==> config.mk <==
export PLATFORM = sky130hd
export DESIGN_NAME = debounce_sync_flat
export DESIGN_NICKNAME = d
export VERILOG_FILES = /design/src/rtl/debounce_sync_if.sv /design/src/rtl/debounce_sync.sv /design/src/flat_wrapper.sv
export SDC_FILE = /design/constraint.sdc
export NUM_CORES = 1
export LEC_CHECK = 0
export CORE_AREA = 2 2 39 41
export DETAILED_ROUTE_END_ITERATION = 12
export DIE_AREA = 0 0 41 43
export PLACE_DENSITY = 0.39
export SLEW_MARGIN = 30
export SYNTH_ARGS = -nofsm -noshare
export SYNTH_HDL_FRONTEND = slang
export SYNTH_SLANG_ARGS = --single-unit
export TNS_END_PERCENT = 100
==> constraint.sdc <==
create_clock -name clk -period 0.95 [get_ports clk]
set_clock_uncertainty 0.15 [all_clocks]
set_input_delay 0.1425 -clock clk [delete_from_list [all_inputs] [get_ports clk]]
set_output_delay 0.1425 -clock clk [all_outputs]
set_load 0.03 [all_outputs]
==> src/rtl/debounce_sync_if.sv <==
// Level-conditioning link between a raw input source and the debounce_sync block.
// glitch_cnt exists only when DEBOUNCE_GLITCH_CNT_EN is defined.
interface debounce_sync_if #(
    parameter int GLITCH_W = 8
);
    logic signal_in;
    logic signal_out;
    logic settling;
`ifdef DEBOUNCE_GLITCH_CNT_EN
    logic [GLITCH_W-1:0] glitch_cnt;
`endif

    modport master (
        output signal_in,
        input  signal_out,
`ifdef DEBOUNCE_GLITCH_CNT_EN
        input  glitch_cnt,
`endif
        input  settling
    );

    modport slave (
        input  signal_in,
        output signal_out,
`ifdef DEBOUNCE_GLITCH_CNT_EN
        output glitch_cnt,
`endif
        output settling
    );
endinterface

==> src/rtl/debounce_sync.sv <==
// Two-flop synchronizer plus stability counter producing a glitch-free level.
// Optional rejected-glitch counter enabled by defining DEBOUNCE_GLITCH_CNT_EN.
//
// state   | meaning
// IDLE    | cnt == 0, output matches synchronized input or a change was just accepted
// QUALIFY | cnt != 0, synchronized input differs from output and is being timed
module debounce_sync #(
    parameter int   STABLE_CYCLES = 4,
    parameter logic RESET_VAL     = 1'b0,
    parameter int   GLITCH_W      = 8
) (
    input logic            clk,
    input logic            rst,
    debounce_sync_if.slave bus
);
    localparam int CNT_W = (STABLE_CYCLES > 1) ? $clog2(STABLE_CYCLES) : 1;
    localparam logic [CNT_W-1:0] CNT_LAST = CNT_W'(STABLE_CYCLES - 1);

    typedef enum logic {
        IDLE    = 1'b0,
        QUALIFY = 1'b1
    } state_t;

    logic             sync1;
    logic             sync2;
    logic             level;
    logic             level_nxt;
    logic [CNT_W-1:0] cnt;
    logic [CNT_W-1:0] cnt_nxt;
    logic             glitch;
    state_t           state;

    if (STABLE_CYCLES < 1 || GLITCH_W < 1) begin : g_bad_param
        $error("debounce_sync: STABLE_CYCLES and GLITCH_W must be >= 1");
    end

    always_ff @(posedge clk) begin
        if (rst) begin
            sync1 <= RESET_VAL;
            sync2 <= RESET_VAL;
            level <= RESET_VAL;
            cnt   <= '0;
        end else begin
            sync1 <= bus.signal_in;
            sync2 <= sync1;
            level <= level_nxt;
            cnt   <= cnt_nxt;
        end
    end

    // The counter itself encodes the state; the enum only names it.
    always_comb begin
        state     = (cnt != '0) ? QUALIFY : IDLE;
        level_nxt = level;
        cnt_nxt   = cnt;
        glitch    = 1'b0;
        if (sync2 != level) begin
            if (cnt == CNT_LAST) begin
                level_nxt = sync2;
                cnt_nxt   = '0;
            end else begin
                cnt_nxt = cnt + CNT_W'(1);
            end
        end else begin
            cnt_nxt = '0;
            glitch  = (state == QUALIFY);
        end
    end

    assign bus.signal_out = level;
    assign bus.settling   = (state == QUALIFY);

`ifdef DEBOUNCE_GLITCH_CNT_EN
    logic [GLITCH_W-1:0] glitch_cnt;

    // Saturates so a noisy line cannot make the count look small again.
    always_ff @(posedge clk) begin
        if (rst) begin
            glitch_cnt <= '0;
        end else if (glitch && (glitch_cnt != '1)) begin
            glitch_cnt <= glitch_cnt + GLITCH_W'(1);
        end
    end

    assign bus.glitch_cnt = glitch_cnt;
`else
    logic unused_glitch;
    assign unused_glitch = glitch;
`endif
endmodule

==> src/flat_wrapper.sv <==
// flat-port wrapper written by rule: the top's interface ports become plain ports
module debounce_sync_flat 
#(
    parameter int   STABLE_CYCLES = 4,
    parameter logic RESET_VAL     = 1'b0,
    parameter int   GLITCH_W      = 8
)
  (clk, rst, bus_signal_in, bus_signal_out, bus_settling);
  debounce_sync_if #(.GLITCH_W(GLITCH_W)) bus_i ();
  input logic clk;
  input logic rst;
  input wire logic [$bits(bus_i.signal_in)-1:0] bus_signal_in;
  output wire logic [$bits(bus_i.signal_out)-1:0] bus_signal_out;
  output wire logic [$bits(bus_i.settling)-1:0] bus_settling;
  assign bus_i.signal_in = bus_signal_in;
  assign bus_signal_out = bus_i.signal_out;
  assign bus_settling = bus_i.settling;
  debounce_sync #(.STABLE_CYCLES(STABLE_CYCLES), .RESET_VAL(RESET_VAL), .GLITCH_W(GLITCH_W)) u_core (.clk(clk), .rst(rst), .bus(bus_i));
endmodule
==> metrics.json <==
{
  "worst_hold_path": {
    "min_delay_path_depth": 1,
    "hold_class": "flop to flop",
    "hold_start": "u_core.sync1",
    "min_delay_endpoint": "u_core.sync2"
  },
  "sta": {
    "timing.slew.headroom_pct": 81.8,
    "final-max-slew-violation-count": 0,
    "fin_setup_tns_ns": -0.812,
    "rsz0062_at_grt": "yes",
    "hold_viol_final": 0,
    "fmax_mhz": 830,
    "worst_slack_ns": -0.255,
    "final_period_demand_of_the_worst_path_ns": 1.21,
    "layout_worst_path_cycle_share_pct": 127,
    "worst_pin_slew_ns": 0.271,
    "setup_viol": 5
  },
  "logic_synthesis": {
    "synth_adder_area_share_pct": 13.0,
    "ys_seq_elements": 5,
    "synthesis.yosys.warnings": 0,
    "synth-simple-area-share_pct": 19.5,
    "ys_seq_area_share_pct": 51.9,
    "synth.top_cells.by_area": "dfxtp_1 52%, ha_1 13%, nor4b_2 7.8%",
    "post_synth_xor_area_fraction_pct": 4.55,
    "post_synth_inst_count": 17,
    "synthMuxAreaShare_pct": 5.19,
    "synth_top_cell_area_share_pct": 51.9,
    "synth_top_cell_by_area": "dfxtp_1",
    "yosys.cell_types.count": 9,
    "syn-cell-area_um2": 193,
    "complex_gate_fraction_of_the_synthesized_area_pct": 0,
    "synthesis.area_per_instance_um2": 11.3,
    "synth_nets": 22,
    "synth_top_family_by_area": "simple AND/OR/NAND/NOR gates"
  },
  "global_routing": {
    "grt_start_max_net_pins": 4,
    "vias_in_the_first_global_route": 168,
    "global_route.overflow_total": 0,
    "global_route.usage.total_pct": 5.82,
    "wire_length_of_the_first_global_routing_pass_um": 607,
    "grt_antenna_before_repair": 0
  },
  "layout": {
    "area_growth_pct": 72.1,
    "num-nets-final": 34,
    "num_antenna_cells": 0,
    "post_route_cells_drive_above_1_share_pct": 64.3,
    "most_frequent_cells_in_the_layout": "3 x inv_2, 3 x clkbuf_4, 3 x buf_4"
  },
  "power": {
    "total_leakage_power_nw": 0.129,
    "power_density_nw_per_um2": 1490,
    "power.total_uw": 494,
    "peakVddDrop_mv": 0.543
  },
  "floorplanning": {
    "floorplan.core_area_um2": 1380,
    "die_h_um": 43,
    "design.portCount": 5,
    "fp-row-count": 14,
    "start_util_pct": 13.9,
    "die_width_um": 41,
    "die_area_um2": 1760
  },
  "clocking": {
    "cts-hold-fix-buffers": 0,
    "insertion_delay_ns": 0.24,
    "cts.sinks": 5,
    "cts_made_buffers": 3,
    "clock_tree_from_tritoncts": "done",
    "clk_transition_reported_paths_ns": 0.05,
    "root_buffer": "clkbuf_4",
    "clockBufferDepth": 2,
    "htree_num_levels": 1
  },
  "worst_setup_path": {
    "start_kind": "flop",
    "rr_endpoint": "u_core.bus.signal_out",
    "worst_r2r_startpoint": "u_core.cnt[0]",
    "setup.worst_path.class": "flop to output port",
    "critical_path_arrival_ns": 0.91,
    "worstRegToRegCells": 4,
    "crit_required_ns": 0.66,
    "setup.reg_to_reg.worst_slack_ns": -0.19,
    "cp-end-kind": "output port",
    "critPathMaxFanout": 2
  },
  "routing": {
    "drcViolationCount": 0,
    "totalWireLength_um": 315,
    "drtAntennaViolNets": 0,
    "vias": 150,
    "drt-pass1-iter-count": 2,
    "drt-wirelength-per-cell_um": 7.16,
    "drt-vias-per-instance": 3.41,
    "dr.first_iter.drc_count": 3
  },
  "run": {
    "max-cap-violations": 0
  },
  "place": {
    "dp.final_hpwl_um": 215,
    "placement.io_buffers": 4,
    "routabilityCongestion": 0.591
  },
  "status": {
    "failed_checks": "negative setup slack",
    "status": "finished, violations left"
  }
}
[cell usage after synthesis]
cell	number
nor2b_1	2
nor4b_2	1
dfxtp_1	5
xnor2_1	1
mux2i_1	1
inv_1	3
nor2_1	1
ha_1	2
nor4_1	1
[worst max-delay path by stage]
stage / endpoint / cells after the start / slack [ns] / start
floorplan: u_core.cnt[1] / 2 / -0.07 / u_core.cnt[0]
global placement: u_core.bus.signal_out / 3 / -0.15 / rst
detailed placement: u_core.sync1 / 3 / -0.17 / rst
CTS: bus_settling / 4 / -0.27 / u_core.cnt[0]
global route: bus_settling / 4 / -0.30 / u_core.cnt[1]
finish: bus_settling / 4 / -0.26 / u_core.cnt[1]
[routing by layer]
metal | GRT usage, % | share of wire (%) | up-vias
met5 | 0 | 0 | -
met4 | 8.00 | 0 | 0
met3 | 3.14 | 5.4 | 0
li1 | - | - | 76
met1 | 5.45 | 47 | 69
met2 | 7.19 | 48 | 5
[final cells by class]
cell class | instances | area [µm²]
Sequential cell | 5 | 106
Inverter | 3 | 11.3
Clock buffer | 4 | 26.3
Fill cell | 149 | 1050
Timing Repair Buffer | 7 | 65.1
Tap cell | 16 | 20.0
Multi-Input combinational cell | 9 | 103
[flip-flops by register name, summed over array words and instances (netlist names)]
register and count:
u_core.bus.signal_out 1, u_core.sync1 1, u_core.sync2 1, u_core.cnt 2
[worst max-delay path: stages, from the launching register on]
cell,delay (ns)
dfxtp_2,0.33
inv_2,0.04
ha_4,0.15
inv_2,0.04
buf_6,0.11
[what timing repair did]
action,CTS,global route
gates resized for setup,7,2
buffers inserted,1,0
endpoints found under the setup margin,5,5
pin swaps,2,1
[power by group]
part	total (mW)	leakage [nW]	internal [mW]	switching, mW
logic	0.0347	0.0716	0.0213	0.0135
registers	0.216	0.0426	0.213	0.00246
clock network	0.243	0.0150	0.159	0.0845
[through the flow]
stage,worst slack [ns],instances,utilization [%],cell area [µm²],hold slack [ns]
floorplan,-0.0659,17,-,196,0.0575
global placement,-0.153,39,19.3,267,0.276
detailed placement,-0.171,39,19.3,267,0.279
CTS,-0.269,44,23.3,323,0.301
global route,-0.298,44,24.0,332,0.313
finish,-0.255,44,24.0,332,0.295
[logic make-up after synthesis]
kind of cell | count (synthesis)
mux | 1
buf+inv | 3
xor+xnor | 1
fa+ha+maj | 2
flops | 5
simple gates | 5
(Power assumes the default switching activity.)
